--- config.mk ---
export PLATFORM = sky130hd
export DESIGN_NAME = arbiter_req_fifo
export DESIGN_NICKNAME = d
export VERILOG_FILES = /design/src/rtl/arb_pkg.sv /design/src/rtl/idx_queue.sv /design/src/rtl/arbiter_req_fifo.sv
export SDC_FILE = /design/constraint.sdc
export NUM_CORES = 1
export LEC_CHECK = 0
export BUFFER_PORTS_ARGS = -buffer_cell sky130_fd_sc_hd__buf_2
export CAP_MARGIN = 20
export CORE_ASPECT_RATIO = 1.4
export CORE_UTILIZATION = 46
export DETAILED_ROUTE_END_ITERATION = 7
export PLACE_DENSITY = 0.71
export SLEW_MARGIN = 0
export SYNTH_ARGS = -nofsm -noshare
export SYNTH_HDL_FRONTEND = slang
export SYNTH_HIERARCHICAL = 1
export SYNTH_SLANG_ARGS = --single-unit
export TNS_END_PERCENT = 1
--- constraint.sdc ---
create_clock -name clk_i -period 4.6 [get_ports clk_i]
set_input_delay 0.69 -clock clk_i [delete_from_list [all_inputs] [get_ports clk_i]]
set_output_delay 0.69 -clock clk_i [all_outputs]
set_load 0.005 [all_outputs]
--- src/rtl/arb_pkg.sv ---
// ============================================================================
//  Module   : arb_pkg
//  Brief    : Shared constants and state type for the FIFO-mode PCI arbiter.
//  Revision : 1.0 - initial release
// ============================================================================
`default_nettype none

package arb_pkg;

  // Number of bus masters; the request queue is exactly this deep.
  localparam int N_DEV = 8;

  // Width of a master index.
  localparam int IDX_W = $clog2(N_DEV);

  // Default number of clocks a granted master has to start FRAME#.
  localparam int TIMEOUT_DEFAULT = 16;

  // Grant sequencer states.
  typedef enum logic [1:0] {
    IDLE  = 2'd0,
    GRANT = 2'd1,
    BUSY  = 2'd2
  } arb_state_e;

endpackage : arb_pkg

`default_nettype wire

--- src/rtl/idx_queue.sv ---
// ============================================================================
//  Module   : idx_queue
//  Brief    : Circular buffer of master indices with push, pop, head and count.
//             Pop on empty and push on full are silently ignored.
//  Revision : 1.0 - initial release
// ============================================================================
`default_nettype none

module idx_queue
  import arb_pkg::*;
#(
  parameter int DEPTH = N_DEV,   // must be a power of two so pointers wrap
  parameter int WIDTH = IDX_W
) (
  input  logic                     clk_i,
  input  logic                     rst_ni,
  input  logic                     push_i,
  input  logic [WIDTH-1:0]         push_data_i,
  input  logic                     pop_i,
  output logic [WIDTH-1:0]         head_o,
  output logic [$clog2(DEPTH):0]   count_o,
  output logic                     empty_o
);

  localparam int PTR_W = $clog2(DEPTH);

  logic [WIDTH-1:0] mem_q [DEPTH];
  logic [PTR_W-1:0] wr_ptr_q;
  logic [PTR_W-1:0] rd_ptr_q;
  logic [PTR_W:0]   count_q;
  logic             full;
  logic             push_ok;
  logic             pop_ok;

  assign full    = (count_q == (PTR_W+1)'(DEPTH));
  assign empty_o = (count_q == '0);
  assign push_ok = push_i && !full;
  assign pop_ok  = pop_i && !empty_o;
  assign head_o  = mem_q[rd_ptr_q];
  assign count_o = count_q;

  // Pointer and occupancy bookkeeping; a simultaneous push and pop leaves count unchanged.
  always_ff @(posedge clk_i or negedge rst_ni) begin
    if (!rst_ni) begin
      wr_ptr_q <= '0;
      rd_ptr_q <= '0;
      count_q  <= '0;
    end else begin
      if (push_ok) wr_ptr_q <= wr_ptr_q + 1'b1;
      if (pop_ok)  rd_ptr_q <= rd_ptr_q + 1'b1;
      case ({push_ok, pop_ok})
        2'b10:   count_q <= count_q + 1'b1;
        2'b01:   count_q <= count_q - 1'b1;
        default: count_q <= count_q;
      endcase
    end
  end

  // Storage array; contents are only meaningful below count, so no reset is needed.
  always_ff @(posedge clk_i) begin
    if (push_ok) mem_q[wr_ptr_q] <= push_data_i;
  end

endmodule : idx_queue

`default_nettype wire

--- src/rtl/arbiter_req_fifo.sv ---
// ============================================================================
//  Module   : arbiter_req_fifo
//  Brief    : FIFO-order request queue and grant sequencer for the PCI arbiter.
//             Queues newly asserted requesters in arrival order and grants the
//             head until its transaction ends, it withdraws, or it times out.
//  Revision : 1.0 - initial release
// ============================================================================
`default_nettype none

module arbiter_req_fifo
  import arb_pkg::*;
#(
  parameter int TIMEOUT = TIMEOUT_DEFAULT
) (
  input  logic             clk_i,
  input  logic             rst_ni,
  input  logic [N_DEV-1:0] req_n_i,
  input  logic             frame_n_i,
  input  logic             irdy_n_i,
  output logic [N_DEV-1:0] gnt_n_o,
  output logic [IDX_W-1:0] gnt_idx_o,
  output logic             gnt_valid_o,
  output logic [IDX_W:0]   count_o
);

  localparam int TMO_W = $clog2(TIMEOUT);
  localparam logic [TMO_W-1:0] TMO_LAST = TMO_W'(TIMEOUT - 1);

  arb_state_e       state_q, state_d;
  logic [N_DEV-1:0] req_s_q;
  logic [N_DEV-1:0] queued_q, queued_d;
  logic [TMO_W-1:0] tmo_q, tmo_d;
  logic [N_DEV-1:0] gnt_n_q, gnt_n_d;
  logic [IDX_W-1:0] gnt_idx_q, gnt_idx_d;
  logic             gnt_valid_q, gnt_valid_d;

  logic [N_DEV-1:0] new_req;
  logic             push;
  logic [IDX_W-1:0] push_idx;
  logic             pop;
  logic [IDX_W-1:0] head;
  logic             q_empty;

  // Requesters not yet queued (a retired owner still requesting shows up here again).
  assign new_req = req_s_q & ~queued_q;

  idx_queue #(
    .DEPTH (N_DEV),
    .WIDTH (IDX_W)
  ) u_queue (
    .clk_i       (clk_i),
    .rst_ni      (rst_ni),
    .push_i      (push),
    .push_data_i (push_idx),
    .pop_i       (pop),
    .head_o      (head),
    .count_o     (count_o),
    .empty_o     (q_empty)
  );

  // Pick the lowest-numbered new requester; the rest wait for later cycles.
  always_comb begin
    push     = 1'b0;
    push_idx = '0;
    for (int i = N_DEV - 1; i >= 0; i--) begin
      if (new_req[i]) begin
        push     = 1'b1;
        push_idx = IDX_W'(i);
      end
    end
  end

  // Grant sequencer: next state, pop decision and registered grant outputs.
  always_comb begin
    state_d     = state_q;
    tmo_d       = tmo_q;
    gnt_valid_d = gnt_valid_q;
    gnt_idx_d   = gnt_idx_q;
    pop         = 1'b0;
    case (state_q)
      IDLE: begin
        if (!q_empty) begin
          if (req_s_q[head]) begin
            state_d     = GRANT;
            gnt_valid_d = 1'b1;
            gnt_idx_d   = head;
            tmo_d       = '0;
          end else begin
            // Head withdrew while waiting: drop it without granting.
            pop = 1'b1;
          end
        end
      end
      GRANT: begin
        if (!frame_n_i) begin
          state_d = BUSY;
        end else if (!req_s_q[head] || (tmo_q == TMO_LAST)) begin
          pop         = 1'b1;
          gnt_valid_d = 1'b0;
          state_d     = IDLE;
        end else begin
          tmo_d = tmo_q + 1'b1;
        end
      end
      BUSY: begin
        if (frame_n_i && irdy_n_i) begin
          pop         = 1'b1;
          gnt_valid_d = 1'b0;
          state_d     = IDLE;
        end
      end
      default: begin
        state_d     = IDLE;
        gnt_valid_d = 1'b0;
      end
    endcase
    gnt_n_d = gnt_valid_d ? ~(N_DEV'(1) << gnt_idx_d) : '1;
  end

  // Membership mask: set on push, cleared when the entry leaves the head.
  always_comb begin
    queued_d = queued_q;
    if (push) queued_d[push_idx] = 1'b1;
    if (pop)  queued_d[head]     = 1'b0;
  end

  // State, request sampling and output registers; reset drops the grant at once.
  always_ff @(posedge clk_i or negedge rst_ni) begin
    if (!rst_ni) begin
      state_q     <= IDLE;
      req_s_q     <= '0;
      queued_q    <= '0;
      tmo_q       <= '0;
      gnt_n_q     <= '1;
      gnt_idx_q   <= '0;
      gnt_valid_q <= 1'b0;
    end else begin
      state_q     <= state_d;
      req_s_q     <= ~req_n_i;
      queued_q    <= queued_d;
      tmo_q       <= tmo_d;
      gnt_n_q     <= gnt_n_d;
      gnt_idx_q   <= gnt_idx_d;
      gnt_valid_q <= gnt_valid_d;
    end
  end

  assign gnt_n_o     = gnt_n_q;
  assign gnt_idx_o   = gnt_idx_q;
  assign gnt_valid_o = gnt_valid_q;

endmodule : arbiter_req_fifo

`default_nettype wire

## After elaboration in Yosys (flattened, before gate mapping)

Memories as Yosys holds them, arrays and structs flattened.
Index checks and enable logic that the tools add are counted.

| storage, ports and cells | value |
|---|---|
| RAM bits | 24 |
| input port bits | 12 |
| memories kept | 1 |
| bits in registers | 44 |

Memory list:

| name | depth | width | read ports | clocked after memory_dff | write ports | line | text |
|---|---|---|---|---|---|---|---|
| u_queue.mem_q | 8 | 3 | 1 | 0 | 1 | idx_queue.sv:27 | `logic [WIDTH-1:0] mem_q [DEPTH];` |

| cells by class | value |
|---|---|
| bitwise operators | 7 |
| add/subtract/negate cells | 5 |
| multiplexer cells | 54 |
| shift-type cells | 1 |
| eq/ne operators | 12 |
| reduce and logical (&&, ||, !) cells | 15 |
| $lt $le $gt $ge | 4 |

Operators by type and width:

| operator | count |
|---|---|
| 3-bit 2-to-1 mux | 11 |
| 8-bit NOT | 4 |
| 8-bit 2-to-1 mux | 3 |
| 1-bit 2-to-1 mux | 23 |
| 8-bit AND | 2 |
| 4-bit 2-to-1 mux | 4 |
| 4-bit one-hot mux with 2 select lines | 2 |
| 2-bit 2-to-1 mux | 5 |
| 2-bit inequality test (second input constant) | 5 |
| 4-bit by 1-bit adder with 4-bit output (second input constant) | 2 |
| 4-bit == test (second input constant) | 2 |
| 3-bit by 4-bit less-than comparator with 1-bit output (second input constant) | 2 |
| 8-bit OR | 1 |
| 1-bit by 3-bit left shift with 8-bit output (first input constant) | 1 |
| 3-bit by 1-bit adder with 3-bit output (second input constant) | 2 |
| 1-bit demux with 3-bit select | 2 |
| 3-bit by 1-bit greater-or-equal comparator with 1-bit output (second input constant) | 2 |
| 1-bit one-hot mux with 3 select lines | 2 |
| 2-bit one-hot mux with 3 select lines | 1 |
| 1-bit logical AND | 5 |
| 5-bit AND reduction | 1 |
| 2-bit by 1-bit == test with 1-bit output (second input constant) | 2 |
| 2-bit == test (second input constant) | 2 |
| 4-bit logical NOT | 1 |
| other kinds (8) | 11 |

## Logic depth before layout (Yosys ltp)

Gate-level depths: netlist (run 1).

| depth | value |
|---|---|
| depth in word-level cells | 18 |
| mapped depth | 15 |
| gate-level depth less buffers | 13 |

## Hierarchy

Netlist (run 1), hierarchy kept.

By module, submodules not included:

| module | cells each | instances | area each (sq um) | sequential area each (sq um) |
|---|---|---|---|---|
| arbiter_req_fifo | 165 | 1 | 1699.1 | 860.8 |
| idx_queue | 101 | 1 | 1557.7 | 970.9 |

## Worst setup path before layout (run 1)

Ideal clock, no wire load.

| timing | value |
|---|---|
| path type | reg-to-reg |
| from | register u_queue.rd_ptr_q[0] |
| to | register u_queue.count_q[3] (netlist: u_queue/count_o[3]) |
| clock period less this slack | 4.127 ns |
| path buffers | 2 |
| setup slack | 0.473 ns |
| setup time | 0.134 ns |
| data required time | 4.466 ns |
| data arrival time | 3.993 ns |
| stages on the path, launching flop included | 16 |
| cell sequence | dfrtp_1 buf_2 mux4_2 mux2_2 buf_4 mux2i_1 o22ai_4 o31ai_1 o2bb2ai_2 o41ai_2 inv_1 ha_1 ha_1 or4b_2 o311ai_0 o211ai_1 |

| between the ends | value |
|---|---|
| word-level cells in the longest chain between the ends | 11 |
| elaborated cells on any way between the ends | 15 |
| classes of those cells | eq/ne: 2; mux: 8; reduce/logical: 4; memory: 1 |

RTL lines:

| element | line | text |
|---|---|---|
| start, declared | idx_queue.sv:29 | `logic [PTR_W-1:0] rd_ptr_q;` |
| start signal, assigned | idx_queue.sv:50 | `if (pop_ok) rd_ptr_q <= rd_ptr_q + 1'b1;` |
| memory 8 x 3 bit (*) | - |  |
| net head[0] | arbiter_req_fifo.sv:41 | `logic [IDX_W-1:0] head;` |
| 1-bit binary-select mux with 3-bit select (*) | arbiter_req_fifo.sv:83, arbiter_req_fifo.sv:97 |  |
| 1-bit 2-to-1 mux (not written as such) (*) | arbiter_req_fifo.sv:83, arbiter_req_fifo.sv:97 |  |
| 1-bit logical NOT | arbiter_req_fifo.sv:97 | `end else if (!req_s_q[head] \|\| (tmo_q == TMO_LAST)) begin` |
| 1-bit logical OR | arbiter_req_fifo.sv:97 |  |
| 1-bit 2-to-1 mux | arbiter_req_fifo.sv:97 |  |
| 1-bit 2-to-1 mux | arbiter_req_fifo.sv:95 | `if (!frame_n_i) begin` |
| 1-bit one-hot mux with 3 select lines (*) | arbiter_req_fifo.sv:80 | `case (state_q)` |
| net pop | arbiter_req_fifo.sv:40 | `logic pop;` |
| 1-bit logical AND (*) | idx_queue.sv:38 | `assign pop_ok = pop_i && !empty_o;` |
| net u_queue.pop_ok | idx_queue.sv:33 | `logic pop_ok;` |
| 2-bit by 1-bit == test with 1-bit output or 2-bit == test (tied branches) | idx_queue.sv:51 | `case ({push_ok, pop_ok})` |
| 4-bit one-hot mux with 2 select lines or 2-bit nonzero test (tied branches) | - |  |
| end signal, assigned | idx_queue.sv:52 | `2'b10: count_q <= count_q + 1'b1;` |
| end signal, assigned | idx_queue.sv:53 | `2'b01: count_q <= count_q - 1'b1;` |
| end signal, assigned | idx_queue.sv:54 | `default: count_q <= count_q;` |
| end, declared | idx_queue.sv:30 | `logic [PTR_W:0] count_q;` |

Mark *: on every way through the listed nets, which the timed path passes. The rest lies on a longest branch. The select of a mux whose other input is x is not followed.
A chain may end at the register's enable or synchronous reset.

## Final worst setup path (run 1)

Same ends and word-level chain as after synthesis.

==> impl_metrics.env, run 1 <==
export IMPL_cp_buffers_inverters=1
export IMPL_post_cts_buffers=0
export IMPL_pwr_density_cell_mw_per_mm2=824
export IMPL_synth_edf_count=24
export IMPL_synthDistinctLibCells=53
export IMPL_ant_nets=0
export IMPL_drive_above_1_share_pct=24.7
export IMPL_drt_first_pass_iters=4
export IMPL_maxSlewViolCount=0
export IMPL_cp_slowest_stage_delay_ps=640
export IMPL_crit_type="reg -> reg"
export IMPL_clk_pin_slew_worst_paths_ps=80
export IMPL_synth_top_cell_area_share_pct=27.7
export IMPL_numCtsBuffers=9
export IMPL_htreeDepth=3
export IMPL_syn_area_mm2=0.00326
export IMPL_worst_setup_path_start_kind="register"
export IMPL_synth_nets=285
export IMPL_synth_common_cells="dfrtp_1 (36), edfxtp_1 (24), inv_1 (20), nor2_1 (18), nand2_1 (16)"
export IMPL_io_pins=28
export IMPL_grt_pass1_vias=2025
export IMPL_final_core_util_pct=55.0
export IMPL_crit_top_cell="ha_1"
export IMPL_cp_cell_sequence="mux4_2, mux2_2, mux2i_1, o22ai_2, o31ai_1, o2bb2ai_2, o41ai_2, inv_1, ha_1, ha_1, or4b_2, o311ai_0, o211ai_1"
export IMPL_fin_crit_ps=4210
export IMPL_cp_required_ps=4820
export IMPL_synth_seq_cells=68
export IMPL_power_total_mw=3.04
export IMPL_hp_class="in -> async"
export IMPL_crit_arrival_ps=4430
export IMPL_rsz0062_at_grt="false"
export IMPL_status="complete, no violations"
export IMPL_yosysMostFrequentCell="dfrtp_1"
export IMPL_die_width_um=73.1
export IMPL_grt_overflow=0
export IMPL_crit_family="multiplexers"
export IMPL_fill_cells=560
export IMPL_grt_max_degree=45
export IMPL_die_h_um=102
export IMPL_slew_headroom_pct=38.3
export IMPL_rows=35
export IMPL_setup_tns_ps=0
export IMPL_fin_nets=318
export IMPL_dr_first_iter_drc_count=98
export IMPL_synth_area_top_cells="dfrtp_1 (28%), edfxtp_1 (22%), dfstp_2 (6.5%)"
export IMPL_drt_total_wl_mm=5.77
export IMPL_worstMarginPinSlew_ps=917
export IMPL_clock_latency_ps=350
export IMPL_syn_area_per_cell_um2=12.2
export IMPL_synth_area_leader_cell="dfrtp_1"
export IMPL_hold_viol_final=0
export IMPL_path_max_fanout=17
export IMPL_cts_resized=0
export IMPL_skew_ps=9.16
export IMPL_finalSetupViolations=0
export IMPL_cts_sinks=68
export IMPL_grt_util_all_layers_pct=17.8
export IMPL_antenna_found_initial=0
export IMPL_gp_congestion=0.890
export IMPL_max_freq_ghz=0.238
export IMPL_drc_errors=0
export IMPL_endpoint_kind="register"
export IMPL_numPortBuffers=27
export IMPL_cts_tree="done"
export IMPL_hpwl_mm=4.21
export IMPL_die_area_mm2=0.00743
export IMPL_drv_cap=0
export IMPL_period_share_pct=91.5
export IMPL_synth_ff_type="dfrtp_1"
export IMPL_cts_root_buf="clkbuf_8"
export IMPL_antenna_cells=0
export IMPL_vias=2074
export IMPL_seq_area_frac_synth_pct=56.2
export IMPL_crit_slowest_cell="or4b_2"
export IMPL_syn_inst=266
export IMPL_ir_worst_vdd_mv=0.625
export IMPL_yosys_warnings=6
export IMPL_wl_per_cell_um=14.6
export IMPL_avgViaCountPerCell=5.24
export IMPL_p_leak_nw=1.48
export IMPL_cts_max_path_buffers=2
export IMPL_initial_core_util_pct=48.6
export IMPL_grt_first_pass_wirelength_mm=9.46
export IMPL_cts_hold_buf=0
export IMPL_core_area_mm2=0.00670
export IMPL_async_flop_share_pct=64.7
export IMPL_area_growth_pct=13.1
cell families (layout without fill, tap and decap cells):
group           after synthesis  after routing  share of synthesized area, %
compound gates               46             46                          11.0
xor+xnor                      7              7                          1.88
fa+ha+maj                     7              7                          2.92
buf+inv                      28             66                          3.88
flops                        68             68                          56.2
mux                          24             24                          10.1
simple gates                 86             86                          13.9
state kept, by name, indices dropped and copies added, names as in the netlist:
register and cells:
req_s_q 8, u_queue/mem_q 24, u_queue/wr_ptr_q 3, tmo_q 4
u_queue/rd_ptr_q 3, gnt_idx_o 3, gnt_n_o 8, state_q 2
gnt_valid_o 1, u_queue/count_o 4, queued_q 8
worst paths after layout:
path / slack (ps) / depth (start not counted) / from / endpoint
worst min-delay path: 150 / 1 / rst_ni / u_queue/wr_ptr_q[2]
worst max register to register: 390 / 13 / u_queue/rd_ptr_q[0] / u_queue/count_o[3]
min in group clk_i: 470 / 2 / req_n_i[2] / req_s_q[2]
max in group asynchronous: 3950 / 2 / rst_ni / gnt_n_o[0]
worst max-delay path: 390 / 13 / u_queue/rd_ptr_q[0] / u_queue/count_o[3]
worst min register to register: 520 / 2 / queued_q[0] / queued_q[0]
cells in the final DEF, fill, tap and decap left out, drive strengths merged, types with 5 or more instances in the layout:
cell and count:
xnor2 6, o21ai 7, nand2 17, buf 30
a21oi 12, mux2i 10, edfxtp 24, mux4 6
clkbuf 10, inv 20, nand2b 15, dfrtp 36
ha 6, mux2 8, nand3 14, a41oi 5
dfstp 8, nor2 18
where the power goes:
group	internal, mW	switching [mW]	leakage, nW
Clock	0.249	0.224	0.0862
Combinational	0.661	0.851	0.670
Sequential	0.889	0.162	0.726
Total	1.80	1.24	1.48
through the flow:
stage               setup WS, ps  instances  hold WS (ps)  instance area [µm²]
floorplan                    473        266           394                 3260
global placement             506        379           505                 3470
detailed placement           382        379           506                 3470
CTS                          363        395           450                 3660
global route                47.4        396           139                 3680
finish                       390        396           153                 3680
final cells by class:
cell class / instances / area [µm²] / share of cell area, %
Multi-Input combinational cell: 170 / 1300 / 35.3
Inverter: 20 / 75.1 / 2.04
Clock buffer: 10 / 128 / 3.46
Timing Repair Buffer: 30 / 170 / 4.62
Tap cell: 92 / 115 / 3.12
Sequential cell: 68 / 1830 / 49.7
Clock inverter: 6 / 65.1 / 1.77
worst reg2reg max path, stage by stage, from the launching register on:
cell and delay (ps):
dfrtp_1 610, mux4_2 550, mux2_2 420, mux2i_1 260
o22ai_2 160, o31ai_1 300, o2bb2ai_2 170, o41ai_2 140
inv_1 120, ha_1 180, ha_1 280, or4b_2 640
o311ai_0 130, o211ai_1 130
routing by layer:
metal	part of all wire [%]	GRT usage [%]	wire [µm]	up-vias
met5	0	0	0	-
met4	3.0	11.3	173	0
met3	3.5	4.18	202	13
met2	50	29.4	2890	55
met1	43	20.7	2510	985
li1	-	-	-	1021
Power figures use the tool's default switching activity.
==> run 2: changes to the inputs <==
==> constraint.sdc (replaced) <==
create_clock -name clk_i -period 4.2 [get_ports clk_i]
set_input_delay 0.63 -clock clk_i [delete_from_list [all_inputs] [get_ports clk_i]]
set_output_delay 0.63 -clock clk_i [all_outputs]
set_load 0.005 [all_outputs]
==> run 2 against run 1 <==
Register-to-register slack worse by 120 ps. Sequential share of layout area shrank 0.81 points. Highest routed layer unchanged. Combinational power is 15% higher. Cell count increased by 0.51%. Largest power group unchanged. Utilization grew 0.95 points. Critical path type unchanged. Maximum frequency up 7.2%.
==> impl_metrics.env, run 2 (synthesis results as in run 1) <==
export IMPL_cp_slowest_stage_delay_ps=630
export IMPL_maxSlewViolCount=0
export IMPL_pwr_density_cell_mw_per_mm2=925
export IMPL_ir_worst_vdd_mv=0.630
export IMPL_fin_ws_ps=271
export IMPL_grt_util_all_layers_pct=17.3
export IMPL_core_area_mm2=0.00670
export IMPL_drv_cap=0
export IMPL_largest_reg_flops=24
export IMPL_grt_max_degree=45
export IMPL_antenna_found_initial=0
export IMPL_drc_errors=0
export IMPL_max_freq_ghz=0.255
export IMPL_pre_cts_ws_ps=93.4
export IMPL_hp_class="in -> async"
export IMPL_placed_cell_area_mm2=0.00349
export IMPL_endpoint_kind="register"
export IMPL_path_max_fanout=10
export IMPL_crit_top_cell="ha_1"
export IMPL_slew_headroom_pct=44.2
export IMPL_stdcell_area_mm2=0.00375
export IMPL_vias=2086
export IMPL_p_leak_nw=1.51
export IMPL_crit_arrival_ps=4150
export IMPL_crit_slowest_cell="or4b_2"
export IMPL_die_h_um=102
export IMPL_drt_first_pass_iters=4
export IMPL_htreeDepth=3
export IMPL_status="complete, no violations"
export IMPL_skew_ps=5.98
export IMPL_grt_overflow=0
export IMPL_die_width_um=73.1
export IMPL_io_pins=28
export IMPL_finalSetupViolations=0
export IMPL_power_total_mw=3.47
export IMPL_clk_pin_slew_worst_paths_ps=70
export IMPL_mostFrequentLayoutCells="dfrtp_1 (35), buf_2 (27), edfxtp_1 (24), inv_1 (20), nor2_1 (18)"
export IMPL_avgViaCountPerCell=5.24
export IMPL_antenna_cells=0
export IMPL_cts_max_path_buffers=2
export IMPL_cts_sinks=68
export IMPL_cts_hold_buf=0
export IMPL_ant_nets=0
export IMPL_crit_type="reg -> reg"
export IMPL_drive_above_1_share_pct=27.1
export IMPL_grt_pass1_vias=2005
export IMPL_die_area_mm2=0.00743
export IMPL_period_share_pct=93.5
export IMPL_area_growth_pct=15.1
export IMPL_numCtsBuffers=9
export IMPL_dr_first_iter_drc_count=137
export IMPL_grt_first_pass_wirelength_mm=9.42
export IMPL_wl_per_cell_um=14.7
export IMPL_cts_tree="done"
export IMPL_cts_root_buf="clkbuf_8"
export IMPL_numPortBuffers=27
export IMPL_drt_total_wl_mm=5.84
export IMPL_hold_slack_ps=91.8
export IMPL_final_core_util_pct=55.9
export IMPL_initial_core_util_pct=48.6
export IMPL_hold_viol_final=0
export IMPL_cp_required_ps=4420
export IMPL_clock_latency_ps=340
export IMPL_hpwl_mm=4.25
export IMPL_worst_setup_path_start_kind="register"
export IMPL_rows=35
export IMPL_worstMarginPinSlew_ps=830
export IMPL_gp_congestion=0.824
export IMPL_fin_crit_ps=3930
export IMPL_layout_cells_most_common="dfrtp_1"
export IMPL_cp_cell_sequence="mux4_2, mux2_2, nand2b_1, o22ai_4, o21ai_1, o2bb2ai_2, o41ai_2, inv_1, ha_1, ha_1, or4b_2, o311ai_0, o211ai_1"
export IMPL_fin_nets=320
export IMPL_largest_register="u_queue/mem_q"
[run 2: cell types whose count changed in the layout (fill, tap and decap cells not counted), moves of 2 or more]
cell        previous run  this run
mux2i_1                9         5
mux2i_2                1         5
clkinvlp_4             3         1
clkinv_2               0         2
buf_4                  2         4
[run 2: final cells by class]
class / instances / area (µm²)
clock inverter: 7 / 90.1
inverter: 20 / 75.1
fill: 567 / 2950
timing repair buffer: 32 / 185
multi-input combinational: 170 / 1330
sequential: 68 / 1830
clock buffer: 9 / 124
tap: 92 / 115
[run 2: what timing repair did]
item                                    CTS  global route
gates resized for setup                   0             7
buffers inserted                          0             0
endpoints found under the setup margin    0             1
[run 2: path summary, 6_finish.rpt]
check	cells after the start	end	slack, ps	start
worst max-delay path	13	u_queue/count_o[3]	270	u_queue/rd_ptr_q[0]
worst min-delay path	1	u_queue/rd_ptr_q[2]	90	rst_ni
worst max register to register	13	u_queue/count_o[3]	270	u_queue/rd_ptr_q[0]
worst min register to register	2	gnt_idx_o[2]	530	gnt_idx_o[2]
max in group asynchronous	2	gnt_n_o[4]	3630	rst_ni
min in group clk_i	2	req_s_q[3]	410	req_n_i[3]
[run 2: critical path: cells and delay by family (launching register included)]
kind | cells | cell delay (ps)
mux | 2 | 880
compound gates | 6 | 880
simple gates | 2 | 860
fa+ha+maj | 2 | 550
flops | 1 | 500
buf+inv | 1 | 120
[run 2: power by group]
part | total [mW] | leakage [nW] | switching (mW) | internal (mW)
registers | 1.16 | 0.725 | 0.182 | 0.976
logic | 1.73 | 0.678 | 0.959 | 0.774
clock network | 0.574 | 0.107 | 0.243 | 0.332
[run 2: metal layers]
| metal | vias up | track usage (%) | part of all wire, % |
|---|---|---|---|
| li1 | 1030 | - | - |
| met1 | 1004 | 21.0 | 42 |
| met2 | 40 | 28.0 | 52 |
| met3 | 12 | 4.78 | 3.6 |
| met4 | 0 | 9.05 | 2.3 |
| met5 | - | 0 | 0 |
[run 2: per-stage QoR]
stage / TNS, ps / std cells
after global routing: -13.2 / 398
after detailed placement: 0 / 381
final: 0 / 398
after floorplan: 0 / 266
after CTS: 0 / 397
after global placement: 0 / 381
==> run 3: changes to the inputs <==
--- a/config.mk
+++ b/config.mk
@@ -7,10 +7,12 @@
 export LEC_CHECK = 0
 export BUFFER_PORTS_ARGS = -buffer_cell sky130_fd_sc_hd__buf_2
 export CAP_MARGIN = 20
+export CELL_PAD_IN_SITES_DETAIL_PLACEMENT = 2
+export CELL_PAD_IN_SITES_GLOBAL_PLACEMENT = 2
 export CORE_ASPECT_RATIO = 1.4
-export CORE_UTILIZATION = 46
+export CORE_UTILIZATION = 40
 export DETAILED_ROUTE_END_ITERATION = 7
-export PLACE_DENSITY = 0.71
+export PLACE_DENSITY = 0.85
 export SLEW_MARGIN = 0
 export SYNTH_ARGS = -nofsm -noshare
 export SYNTH_HDL_FRONTEND = slang
==> run 3 against run 2 <==
Design area rose by 0.53%. Clock power rose by 1%. Count of clock-buffer cells in the layout rose by 2. Via count rose by 7.3%. Largest power group unchanged. Worst setup slack got worse by 140 ps. Cell count rose by 2.3%. Flip-flop and latch count did not move. Hold slack improved by 64 ps. Wire length rose by 40%. Sequential share of layout area fell by 0.29 points.
==> impl_metrics.env, run 3 (synthesis results as in run 1) <==
export IMPL_status="complete, no violations"
export IMPL_avgViaCountPerCell=5.50
export IMPL_initial_core_util_pct=41.8
export IMPL_gp_congestion=0.811
export IMPL_rows=38
export IMPL_grt_util_all_layers_pct=20.9
export IMPL_cts_tree="done"
export IMPL_hp_class="in -> async"
export IMPL_worst_setup_path_start_kind="register"
export IMPL_fin_ws_ps=133
export IMPL_max_freq_ghz=0.246
export IMPL_drt_total_wl_mm=8.19
export IMPL_area_growth_pct=15.7
export IMPL_p_leak_nw=1.52
export IMPL_fin_crit_ps=4070
export IMPL_clock_latency_ps=350
export IMPL_cts_hold_buf=0
export IMPL_drt_first_pass_iters=4
export IMPL_r2r_slack_ps=130
export IMPL_pwr_density_cell_mw_per_mm2=962
export IMPL_die_h_um=109
export IMPL_wl_per_cell_um=20.1
export IMPL_placed_cell_area_mm2=0.00350
export IMPL_grt_pass1_vias=2497
export IMPL_largest_reg_flops=24
export IMPL_vias=2238
export IMPL_fin_nets=321
export IMPL_die_width_um=78.3
export IMPL_period_share_pct=96.8
export IMPL_cts_max_path_buffers=2
export IMPL_hpwl_mm=5.96
export IMPL_pre_cts_ws_ps=148
export IMPL_cp_required_ps=4430
export IMPL_antenna_found_initial=0
export IMPL_grt_overflow=0
export IMPL_drv_cap=0
export IMPL_skew_ps=6.41
export IMPL_ant_nets=0
export IMPL_setup_tns_ps=0
export IMPL_dr_first_iter_drc_count=75
export IMPL_r2r_start="u_queue/rd_ptr_q[0]"
export IMPL_layout_cells_most_common="dfrtp_1"
export IMPL_finalSetupViolations=0
export IMPL_hold_viol_final=0
export IMPL_cts_sinks=68
export IMPL_path_max_fanout=10
export IMPL_r2r_cells=14
export IMPL_numCtsBuffers=9
export IMPL_largest_register="u_queue/mem_q"
export IMPL_die_area_mm2=0.00851
export IMPL_crit_arrival_ps=4290
export IMPL_mostFrequentLayoutCells="dfrtp_1 (36), buf_2 (27), edfxtp_1 (24), inv_1 (20), nor2_1 (18)"
export IMPL_endpoint_kind="register"
export IMPL_maxSlewViolCount=0
export IMPL_worstReg2RegEnd="u_queue/count_o[3]"
export IMPL_core_area_mm2=0.00780
export IMPL_drive_above_1_share_pct=27.4
export IMPL_stdcell_area_mm2=0.00377
export IMPL_clk_pin_slew_worst_paths_ps=70
export IMPL_cts_root_buf="clkbuf_8"
export IMPL_grt_first_pass_wirelength_mm=12.9
export IMPL_slew_headroom_pct=30.3
export IMPL_crit_type="reg -> reg"
export IMPL_numPortBuffers=27
export IMPL_htreeDepth=3
export IMPL_cts_resized=0
export IMPL_worstMarginPinSlew_ps=1040
export IMPL_drc_errors=0
export IMPL_post_cts_buffers=0
export IMPL_antenna_cells=0
export IMPL_grt_max_degree=45
export IMPL_io_pins=28
export IMPL_ir_worst_vdd_mv=0.510
-- run 3: cell types whose count changed in the layout (fill, tap and decap cells not counted) --
cell	change
buf_4	+1
clkbuf_1	+2
clkinv_1	-1
dfrtp_1	+1
dfrtp_2	-1
inv_6	-1
o21ai_1	-1
o21ai_2	+1
o31ai_1	-1
o31ai_2	+1
-- run 3: worst max-delay path by stage --
stage | startpoint | cells after the start | slack, ps | endpoint
3_5_place_dp | u_queue/rd_ptr_q[0] | 14 | 150 | u_queue/count_o[3]
2_1_floorplan | u_queue/rd_ptr_q[0] | 15 | 70 | u_queue/count_o[3]
5_1_grt | u_queue/rd_ptr_q[0] | 14 | -50 | u_queue/count_o[3]
4_1_cts | u_queue/rd_ptr_q[0] | 14 | 130 | u_queue/count_o[3]
3_3_place_gp | u_queue/rd_ptr_q[0] | 14 | 330 | u_queue/count_o[3]
6_report | u_queue/rd_ptr_q[0] | 14 | 130 | u_queue/count_o[3]
-- run 3: metal layers --
layer,global-route usage [%],part of all wire [%],up-vias
met2,38.7,59,41
met1,21.6,36,1156
li1,-,-,1026
met3,5.52,2.4,15
met5,0,0,-
met4,10.2,2.6,0
-- run 3: worst max-delay path, stage by stage (launching register included) --
cell and delay [ps]:
dfrtp_1 340, buf_4 190, mux4_2 510, mux2_4 370
mux2i_2 250, o22ai_4 150, o31ai_2 330, o2bb2ai_2 180
o41ai_2 150, inv_1 120, ha_1 190, ha_1 250
or4b_2 630, o311ai_0 130, o211ai_1 120
-- run 3: through the flow --
stage / total power, mW / instances / util (%) / hold WS (ps)
after floorplan: 2.48 / 266 / - / 334
after global placement: 2.86 / 390 / 44.9 / 502
after detailed placement: 2.99 / 390 / 44.9 / 516
after CTS: 3.60 / 406 / 47.6 / 397
after global routing: 3.89 / 407 / 48.3 / 152
final: 3.63 / 407 / 48.3 / 156
-- run 3: report_power, final --
group	switching (mW)	total (mW)	leakage, nW	internal, mW
Clock	0.248	0.580	0.103	0.333
Sequential	0.181	1.16	0.726	0.975
Combinational	1.10	1.89	0.686	0.791
-- run 3: final cells by class --
| class | count | area, µm² |
|---|---|---|
| clock inverters | 5 | 77.6 |
| clock buffers | 11 | 131 |
| repair buffers | 33 | 193 |
| well taps | 100 | 125 |
| fillers | 789 | 4030 |
| flip-flops and latches | 68 | 1830 |
| inverters | 20 | 75.1 |
| multi-input cells | 170 | 1330 |
